## src/rtl/rf_text_scroll_engine.sv

```systemverilog
// Fill / scroll-up block-move engine for the text screen RAM, arbitrated via cs/gnt.
// Optional `TEXT_SCROLL_BYTEMASK_EN adds fill_mask_i to byte-mask FILL writes.

module rf_text_scroll_engine #(
    parameter int unsigned TEXT_CELL_COUNT = 16384,
    parameter int unsigned RD_LAT          = 2,
    localparam int unsigned AWID           = $clog2(TEXT_CELL_COUNT)
) (
    input  logic            clk_i,
    input  logic            rst_ni,
    input  logic            start_i,
    input  logic            cmd_i,
    input  logic [AWID-1:0] base_i,
    input  logic [AWID:0]   count_i,
    input  logic [AWID-1:0] dist_i,
    input  logic [63:0]     fill_i,
`ifdef TEXT_SCROLL_BYTEMASK_EN
    input  logic [7:0]      fill_mask_i,
`endif
    output logic            busy_o,
    output logic            done_o,
    output logic            ram_cs_o,
    input  logic            ram_gnt_i,
    output logic            ram_we_o,
    output logic [7:0]      ram_sel_o,
    output logic [AWID-1:0] ram_adr_o,
    output logic [63:0]     ram_dat_o,
    input  logic [63:0]     ram_dat_i
);

    localparam int unsigned CW = AWID + 1;
    localparam int unsigned WW = 2;
    localparam logic [CW-1:0]   CNT_ONE  = CW'(1);
    localparam logic [AWID-1:0] OFF_ONE  = AWID'(1);
    localparam logic [WW-1:0]   WAIT_ONE = WW'(1);
    localparam logic [WW-1:0]   WAIT_INI = WW'(RD_LAT - 1);

    typedef enum logic [2:0] {
        S_IDLE, S_SETUP, S_MOVE_RD, S_MOVE_WAIT, S_MOVE_WR, S_FILL, S_DONE
    } state_e;

    state_e          state_q, state_d;
    logic            cmd_q, cmd_d;
    logic [AWID-1:0] base_q, base_d;
    logic [CW-1:0]   count_q, count_d;
    logic [AWID-1:0] dist_q, dist_d;
    logic [63:0]     fill_q, fill_d;
    logic [CW-1:0]   mv_left_q, mv_left_d;
    logic [CW-1:0]   fl_left_q, fl_left_d;
    logic [AWID-1:0] off_q, off_d;
    logic [WW-1:0]   wait_q, wait_d;
    logic [63:0]     word_q, word_d;
    logic [7:0]      mask_q, mask_d;

    logic            cs_q, cs_d, we_q, we_d, busy_q, busy_d, done_q, done_d;
    logic [7:0]      sel_q, sel_d;
    logic [AWID-1:0] adr_q, adr_d;
    logic [63:0]     dat_q, dat_d;

    // Next state, then output registers decoded from the state being entered.
    always_comb begin
        state_d   = state_q;
        cmd_d     = cmd_q;
        base_d    = base_q;
        count_d   = count_q;
        dist_d    = dist_q;
        fill_d    = fill_q;
        mv_left_d = mv_left_q;
        fl_left_d = fl_left_q;
        off_d     = off_q;
        wait_d    = wait_q;
        word_d    = word_q;
        mask_d    = mask_q;
        cs_d      = 1'b0;
        we_d      = 1'b0;
        sel_d     = 8'h00;
        adr_d     = '0;
        dat_d     = '0;
        busy_d    = 1'b0;
        done_d    = 1'b0;

        case (state_q)
            S_IDLE: begin
                if (start_i) begin
                    cmd_d   = cmd_i;
                    base_d  = base_i;
                    count_d = count_i;
                    dist_d  = dist_i;
                    fill_d  = fill_i;
`ifdef TEXT_SCROLL_BYTEMASK_EN
                    mask_d  = fill_mask_i;
`else
                    mask_d  = 8'hFF;
`endif
                    state_d = S_SETUP;
                end
            end
            S_SETUP: begin
                off_d = '0;
                if (count_q == '0) begin
                    state_d = S_DONE;
                end else if (!cmd_q || ({1'b0, dist_q} >= count_q)) begin
                    mv_left_d = '0;
                    fl_left_d = count_q;
                    state_d   = S_FILL;
                end else begin
                    mv_left_d = count_q - {1'b0, dist_q};
                    fl_left_d = {1'b0, dist_q};
                    state_d   = S_MOVE_RD;
                end
            end
            S_MOVE_RD: begin
                if (ram_gnt_i) begin
                    wait_d  = WAIT_INI;
                    state_d = S_MOVE_WAIT;
                end
            end
            S_MOVE_WAIT: begin
                // Grant is deliberately ignored: the port stays ours until the word returns.
                if (wait_q == '0) begin
                    word_d  = ram_dat_i;
                    state_d = S_MOVE_WR;
                end else begin
                    wait_d = wait_q - WAIT_ONE;
                end
            end
            S_MOVE_WR: begin
                if (ram_gnt_i) begin
                    off_d     = off_q + OFF_ONE;
                    mv_left_d = mv_left_q - CNT_ONE;
                    if (mv_left_q != CNT_ONE) begin
                        state_d = S_MOVE_RD;
                    end else if (fl_left_q == '0) begin
                        state_d = S_DONE;
                    end else begin
                        state_d = S_FILL;
                    end
                end
            end
            S_FILL: begin
                if (ram_gnt_i) begin
                    off_d     = off_q + OFF_ONE;
                    fl_left_d = fl_left_q - CNT_ONE;
                    if (fl_left_q == CNT_ONE) begin
                        state_d = S_DONE;
                    end
                end
            end
            S_DONE: begin
                state_d = S_IDLE;
            end
            default: begin
                state_d = S_IDLE;
            end
        endcase

        case (state_d)
            S_SETUP: begin
                busy_d = 1'b1;
            end
            S_MOVE_RD, S_MOVE_WAIT: begin
                busy_d = 1'b1;
                cs_d   = 1'b1;
                adr_d  = base_d + dist_d + off_d;
            end
            S_MOVE_WR: begin
                busy_d = 1'b1;
                cs_d   = 1'b1;
                we_d   = 1'b1;
                sel_d  = 8'hFF;
                adr_d  = base_d + off_d;
                dat_d  = word_d;
            end
            S_FILL: begin
                busy_d = 1'b1;
                cs_d   = 1'b1;
                we_d   = 1'b1;
                sel_d  = mask_d;
                adr_d  = base_d + off_d;
                dat_d  = fill_d;
            end
            S_DONE: begin
                done_d = 1'b1;
            end
            default: begin
            end
        endcase
    end

    always_ff @(posedge clk_i) begin
        if (!rst_ni) begin
            state_q   <= S_IDLE;
            cmd_q     <= 1'b0;
            base_q    <= '0;
            count_q   <= '0;
            dist_q    <= '0;
            fill_q    <= '0;
            mv_left_q <= '0;
            fl_left_q <= '0;
            off_q     <= '0;
            wait_q    <= '0;
            word_q    <= '0;
            mask_q    <= '0;
            cs_q      <= 1'b0;
            we_q      <= 1'b0;
            sel_q     <= 8'h00;
            adr_q     <= '0;
            dat_q     <= '0;
            busy_q    <= 1'b0;
            done_q    <= 1'b0;
        end else begin
            state_q   <= state_d;
            cmd_q     <= cmd_d;
            base_q    <= base_d;
            count_q   <= count_d;
            dist_q    <= dist_d;
            fill_q    <= fill_d;
            mv_left_q <= mv_left_d;
            fl_left_q <= fl_left_d;
            off_q     <= off_d;
            wait_q    <= wait_d;
            word_q    <= word_d;
            mask_q    <= mask_d;
            cs_q      <= cs_d;
            we_q      <= we_d;
            sel_q     <= sel_d;
            adr_q     <= adr_d;
            dat_q     <= dat_d;
            busy_q    <= busy_d;
            done_q    <= done_d;
        end
    end

    assign busy_o    = busy_q;
    assign done_o    = done_q;
    assign ram_cs_o  = cs_q;
    assign ram_we_o  = we_q;
    assign ram_sel_o = sel_q;
    assign ram_adr_o = adr_q;
    assign ram_dat_o = dat_q;

endmodule

```

## config.mk

```make
export PLATFORM = sky130hd
export DESIGN_NAME = rf_text_scroll_engine
export DESIGN_NICKNAME = d
export VERILOG_FILES = /design/src/rtl/rf_text_scroll_engine.sv
export SDC_FILE = /design/constraint.sdc
export NUM_CORES = 1
export LEC_CHECK = 0
export ABC_CLOCK_PERIOD_IN_PS = 11500
export BUFFER_PORTS_ARGS = -buffer_cell sky130_fd_sc_hd__buf_2
export CORE_MARGIN = 5
export CORE_UTILIZATION = 40
export CTS_CLUSTER_DIAMETER = 50
export DETAILED_ROUTE_END_ITERATION = 12
export PLACE_DENSITY = 0.67
export SYNTH_ARGS = -nofsm -noshare
export SYNTH_HDL_FRONTEND = slang
export SYNTH_SLANG_ARGS = --single-unit
```

## constraint.sdc

```tcl
create_clock -name clk_i -period 11.5 [get_ports clk_i]
set_input_delay 2.3 -clock clk_i [delete_from_list [all_inputs] [get_ports clk_i]]
set_output_delay 2.3 -clock clk_i [all_outputs]
set_load 0.01 [all_outputs]
```

==> results of run 1 <==
flip-flops by register name, indices dropped and copies added, names as in the netlist, 15 cells and up:
name and cells:
fl_left_q 15, fill_q 64, word_q 64, mv_left_q 15, ram_dat_o 64, count_q 15
cells in the final DEF, fill, tap and decap left out, types with 32 or more instances in the layout:
cell       netlist  layout
ha_1            46      46
a21oi_1        207     207
a22o_1          64      64
o21ai_0         64      64
inv_1           53      52
buf_2            6     265
nor2_1         109     107
nand2_1        377     377
nor3_1          32      32
dfxtp_1        319     319
clkbuf_16        0      44
cells in the mapped netlist (4+ instances only):
master / count
buf_1: 10
buf_6: 7
buf_2: 6
and3_1: 10
o21a_1: 5
nor2b_1: 8
a311oi_1: 4
o22ai_1: 18
nand4_1: 9
a221oi_1: 4
a21oi_2: 9
nor4_1: 16
nand2_1: 377
o211ai_1: 7
a22o_1: 64
xor2_1: 20
a21oi_1: 207
a21o_1: 6
dfxtp_1: 319
mux2i_1: 17
and2_1: 18
a32o_1: 4
fa_1: 16
a2bb2oi_1: 4
mux2_2: 9
a31oi_1: 12
clkbuf_1: 78
or4_1: 4
a211oi_1: 7
nand3_1: 19
o31ai_1: 8
nor2_1: 109
ha_1: 46
nand2b_1: 6
xnor2_1: 18
inv_1: 53
nor3_1: 32
o21ai_0: 64
o21bai_1: 5
path summary, 6_finish.rpt:
kind / startpoint / cells past startpoint / slack (ns) / to
max: start_i / 15 / 5.26 / ram_adr_o[13]
min: fill_q[49] / 2 / 0.46 / fill_q[49]
max reg2reg: state_q[0] / 15 / 6.32 / ram_adr_o[13]
min reg2reg: fill_q[49] / 2 / 0.46 / fill_q[49]
power groups by stage:
stage          Sequential (mW)  Clock [mW]  Combinational [mW]
2_1_floorplan             1.45           0                1.39
3_3_place_gp              1.44           0                1.91
3_5_place_dp              1.45           0                1.93
4_1_cts                   1.43        1.38                1.94
5_1_grt                   1.45        1.44                2.13
6_report                  1.43        1.35                1.94
area by class of cell:
cell class	instances	area share [%]
multi-input cells	1210	41.51
inverters	55	1.227
flip-flops and latches	319	37.04
diodes	2	0.02903
clock inverters	23	1.575
clock buffers	54	7.011
repair buffers	278	8.259
well taps	461	3.346
kinds of logic (layout without fill, tap and decap cells):
kind of cell | Yosys count | count (layout) | synth area share, %
AOI/OAI and AO/OA | 454 | 454 | 20.31
xor gates and xnor gates | 38 | 38 | 2.351
other | 0 | 2 | 0
adders and majority gates | 62 | 62 | 6.328
muxes | 26 | 26 | 1.918
and+or+nand+nor | 630 | 630 | 19.32
buffers and inverters | 158 | 410 | 4.666
DFF | 319 | 319 | 45.11
per-layer routing:
layer  vias up  share of wire [%]  GRT usage [%]
li1       6274                  -              -
met1      6106                 44          27.92
met2       451                 47          33.66
met3        58                7.0          3.386
met4         0                1.7          4.693
met5         -                  0              0
per-stage QoR:
| stage | utilization (%) | instances | setup slack [ns] |
|---|---|---|---|
| 2_1_floorplan | - | 1687 | 5.391 |
| 4_1_cts | 48.93 | 2400 | 5.235 |
| 3_5_place_dp | 44.73 | 2323 | 4.684 |
| 6_report | 48.95 | 2402 | 5.265 |
| 5_1_grt | 48.93 | 2400 | 4.964 |
| 3_3_place_gp | 44.73 | 2323 | 4.699 |
critical path: stages:
cell and delay [ns]:
buf_2 0.12, and3_4 0.63, buf_4 0.75, mux2i_1 0.43
fa_1 0.24, inv_1 0.04, ha_1 0.22, fa_1 0.46
a21oi_1 0.28, o211ai_1 0.20, a311oi_1 0.41, o21bai_1 0.11
a21oi_1 0.19, xnor2_1 0.14, o22ai_1 0.09
==> impl_metrics.py, run 1 <==
metrics = {
    "outcome": {
        "status": "completed",
    },
    "placed_design": {
        "place.gp.congestion": 0.8845,
        "dp_hpwl_um": 29180,
        "postPlaceCellArea_um2": 15760,
        "portBuffers": 265,
    },
    "detailed_routing": {
        "viasPerCell": 5.366,
        "wire_per_inst_um": 17.60,
        "dr.pass1.iters": 6,
        "wl_um": 42290,
        "dr.first_iter.drc_count": 792,
        "postRouteAntennaNets": 0,
        "drc": 0,
        "vias": 12889,
    },
    "global_route": {
        "grt_pass1_wl_um": 65290,
        "grt_start_max_net_pins": 108,
        "antenna_found_initial": 1,
        "track_usage_pct": 20.32,
        "grt_overflow": 0,
        "grt_pass1_vias": 12168,
    },
    "setup_path": {
        "startpoint_type": "primary input",
        "path_class": "in2reg",
        "crit_required_ns": 11.90,
        "crit_arrival_ns": 6.64,
        "critPathMaxFanout": 74,
        "crit_path_end_kind": "flop",
    },
    "synthesis": {
        "avgSynthCellArea_um2": 8.392,
        "synthFlopType": "dfxtp_1",
        "synth_edf_count": 0,
        "postSynthNetCount": 1925,
        "yosys.area.top_type_share_pct": 45.11,
        "synthArstFlopShare_pct": 0,
        "synth.yosys.seq_area_share_pct": 45.11,
        "postSynthCellCount": 1687,
        "netlist_area_um2": 14160,
        "yosys-top-cells-area": "dfxtp_1 45%, nand2_1 10%, a21oi_1 7.3%, ha_1 4.1%, a22o_1 4.0%",
        "synth.distinct_cells": 77,
        "yosysTopAreaCell": "dfxtp_1",
        "ys_ff_latch": 319,
        "ys_warn_count": 0,
    },
    "cells_and_area": {
        "drive_gt1_share_pct": 20.22,
        "seq_area_um2": 6386,
        "fin_nets": 2145,
        "synthToLayoutAreaGrowth_pct": 21.78,
        "fillers": 3384,
        "multi_input_area_um2": 7157,
        "fin_area_um2": 17240,
    },
    "power": {
        "pwr-share-comb_pct": 41.2,
        "p_leak_nw": 7.213,
        "internal_power_mw": 2.809,
        "ir_drop_mv": 0.1404,
        "p_per_area_nw_per_um2": 273.8,
        "p_seq_share_pct": 30.2,
        "p_switching_mw": 1.911,
        "clockPowerShare_pct": 28.6,
        "swShare_pct": 40.49,
        "power_mw": 4.721,
    },
    "timing": {
        "period_share_pct": 54.22,
        "worstMarginPinSlew_ns": 1.205,
        "final_hold_viol_count": 0,
        "fin_skew_ns": 0.02084,
        "finalMaxSlewViolations": 0,
        "rsz0062_at_grt": "false",
        "setup_violations": 0,
        "clock.fmax_ghz": 0.1604,
        "fin_hold_ws_ns": 0.4585,
        "fin_crit_ns": 6.235,
        "max-slew-margin-rel_pct": 19.69,
        "setup-tns-final_ns": 0,
    },
    "cts": {
        "cts.path.max_buffers": 3,
        "cts_hold_buffers": 0,
        "post_cts_buffers": 0,
        "path_clk_slew_ns": 0.06,
        "cts.sinks": 319,
        "worstSkewPairLatency_ns": 0.54,
        "tritoncts": "yes",
        "numCtsBuffers": 43,
        "cts_resized": 0,
        "cts_max_level": 2,
        "cts-root-buf": "clkbuf_16",
    },
    "run": {
        "maxCapViolCount": 0,
    },
    "die": {
        "dieArea_um2": 39260,
        "die_height_um": 198.1,
        "rows": 69,
        "io_pins": 266,
        "die_w_um": 198.1,
        "core_um2": 35220,
        "initial_core_util_pct": 40.19,
    },
    "hold_path": {
        "hold_class": "reg2reg",
    },
}
Power figures use the tool's default switching activity.
==> run 2, diff against run 1 <==
--- a/config.mk
+++ b/config.mk
@@ -5,7 +5,7 @@
 export SDC_FILE = /design/constraint.sdc
 export NUM_CORES = 1
 export LEC_CHECK = 0
-export ABC_CLOCK_PERIOD_IN_PS = 11500
+export ABC_CLOCK_PERIOD_IN_PS = 6310
 export BUFFER_PORTS_ARGS = -buffer_cell sky130_fd_sc_hd__buf_2
 export CORE_MARGIN = 5
 export CORE_UTILIZATION = 40
==> constraint.sdc (replaced) <==
create_clock -name clk_i -period 6.31 [get_ports clk_i]
set_input_delay 1.262 -clock clk_i [delete_from_list [all_inputs] [get_ports clk_i]]
set_output_delay 1.262 -clock clk_i [all_outputs]
set_load 0.01 [all_outputs]
==> run 2 against run 1 <==
Against the previous run: sequential share of layout area increased by 0.32 points; first-iteration DRC count decreased by 11%; sequential power increased by 82%; power increased by 78%; sequential cell count unchanged; clock skew increased by 0.0053 ns; largest cell class unchanged; setup slack got worse by 3.7 ns; clock power increased by 68%; global-route usage increased by 0.098 points; non-clock buffer count unchanged; combinational power increased by 82%; via count about the same; critical path type unchanged.
==> impl_metrics.py, run 2 (synthesized netlist as in run 1, its figures left out) <==
metrics = {
    "outcome": {
        "status": "completed",
    },
    "timing": {
        "worstMarginPinSlew_ns": 1.172,
        "timing.final.ws_setup_ns": 1.578,
        "final_hold_viol_count": 0,
        "clock.fmax_ghz": 0.2113,
        "finalMaxSlewViolations": 0,
        "fin_skew_ns": 0.02612,
        "rsz0062_at_grt": "false",
        "setup-tns-final_ns": 0,
        "fin_crit_ns": 4.732,
        "period_share_pct": 74.99,
        "max-slew-margin-rel_pct": 21.89,
        "setup_violations": 0,
    },
    "cts": {
        "cts.sinks": 319,
        "post_cts_buffers": 0,
        "cts_hold_buffers": 0,
        "cts-root-buf": "clkbuf_16",
        "cts.path.max_buffers": 3,
        "path_clk_slew_ns": 0.06,
        "cts_max_level": 2,
        "tritoncts": "yes",
        "numCtsBuffers": 41,
        "worstSkewPairLatency_ns": 0.56,
        "cts_resized": 0,
    },
    "setup_path": {
        "startpoint_type": "primary input",
        "cp-endpoint": "ram_adr_o[13]",
        "r2r_cells": 14,
        "cp_slowest_cell": "and3_4",
        "critPathMaxFanout": 52,
        "crit_chain": "buf_2 > and3_4 > mux2i_1 > inv_1 > fa_1 > ha_1 > fa_1 > a21oi_1 > o211ai_1 > a311oi_1 > o21bai_1 > a21oi_1 > xnor2_1 > o22ai_1",
        "crit_path_end_kind": "flop",
        "reg2reg_slack_ns": 1.66,
        "critPathMaxStageDelay_ns": 0.58,
        "startpoint": "start_i",
        "r2r_end": "ram_adr_o[13]",
        "path_class": "in2reg",
        "crit_required_ns": 6.73,
        "crit_arrival_ns": 5.16,
        "r2r_start": "state_q[1]",
    },
    "global_route": {
        "antenna_found_initial": 2,
        "track_usage_pct": 20.41,
        "grt_pass1_vias": 12048,
        "grt_overflow": 0,
        "grt_start_max_net_pins": 82,
        "grt_pass1_wl_um": 64760,
    },
    "die": {
        "rows": 69,
        "die_w_um": 198.1,
        "die_height_um": 198.1,
        "core_um2": 35220,
        "initial_core_util_pct": 40.19,
        "io_pins": 266,
        "dieArea_um2": 39260,
    },
    "detailed_routing": {
        "dr.pass1.iters": 5,
        "viasPerCell": 5.383,
        "wl_um": 42070,
        "postRouteAntennaNets": 0,
        "vias": 12886,
        "drc": 0,
        "wire_per_inst_um": 17.57,
        "dr.first_iter.drc_count": 705,
    },
    "placed_design": {
        "place.gp.congestion": 0.8914,
        "pre_cts_ws_ns": 1.072,
        "dp_hpwl_um": 29360,
        "portBuffers": 265,
    },
    "power": {
        "ir_drop_mv": 0.2473,
        "p_per_area_nw_per_um2": 491.5,
        "p_leak_nw": 7.147,
        "power_mw": 8.401,
    },
    "cells_and_area": {
        "mostFrequentLayoutCell": "nand2_1",
        "multi_input_area_um2": 7162,
        "fillers": 3382,
        "drive_gt1_share_pct": 20.03,
        "synthToLayoutAreaGrowth_pct": 20.73,
        "final_cell_mix": "377 x nand2_1, 319 x dfxtp_1, 265 x buf_2, 207 x a21oi_1, 107 x nor2_1",
        "finish.utilization_pct": 48.53,
        "seq_area_um2": 6386,
        "fin_nets": 2143,
    },
    "hold_path": {
        "hold_class": "reg2reg",
    },
    "run": {
        "maxCapViolCount": 0,
    },
}
-- run 2: cell count changes in the layout (fill, tap and decap cells not counted), moves of 2 or more --
cell / delta
clkbuf_16: -3
bufinv_16: -2
clkinv_4: +2
clkinv_8: -2
-- run 2: layout make-up --
type,instances,area share [%]
Tap cell,461,3.375
Clock inverter,20,1.171
Clock buffer,50,6.610
Timing Repair Buffer,278,8.330
Sequential cell,319,37.36
Antenna cell,1,0.01464
Inverter,55,1.237
Multi-Input combinational cell,1210,41.90
-- run 2: power by group --
part	internal [mW]	switching [mW]
sequential	2.40	0.200
combinational	1.21	2.32
clock	1.34	0.931
-- run 2: how the worst min path moves through the flow --
stage / to / cells after the start / start / slack, ns
2_1_floorplan: mask_q[0] / 2 / mask_q[0] / 0.44
3_3_place_gp: mask_q[4] / 2 / mask_q[4] / 0.44
3_5_place_dp: word_q[53] / 2 / word_q[53] / 0.45
4_1_cts: word_q[53] / 2 / word_q[53] / 0.46
5_1_grt: word_q[5] / 2 / word_q[5] / 0.47
6_report: word_q[11] / 2 / word_q[11] / 0.46
-- run 2: layer usage --
metal | track usage [%] | part of all wire, % | up-vias | routed length (um)
met2 | 32.69 | 45 | 481 | 19080
met3 | 4.798 | 8.4 | 66 | 3526
met1 | 27.59 | 44 | 6067 | 18350
met5 | 0 | 0 | - | 0
li1 | - | - | 6272 | -
met4 | 6.044 | 2.6 | 0 | 1107
-- run 2: stage by stage --
step / cells / cell area, um2 / hold slack [ns]
global route: 2393 / 17090 / 0.4723
floorplan: 1687 / 14160 / 0.4367
CTS: 2393 / 17090 / 0.4593
global placement: 2323 / 15760 / 0.4450
detailed placement: 2323 / 15760 / 0.4514
finish: 2394 / 17090 / 0.4589
-- run 2: critical path: cells and delay by family --
kind                     cells  cell delay, ns
AO/OA/AOI/OAI                6            1.28
adder cells (fa/ha/maj)      3            1.19
AND/OR/NAND/NOR              1            0.58
multiplexers                 1            0.41
buffers and inverters        2            0.30
XOR/XNOR                     1            0.13
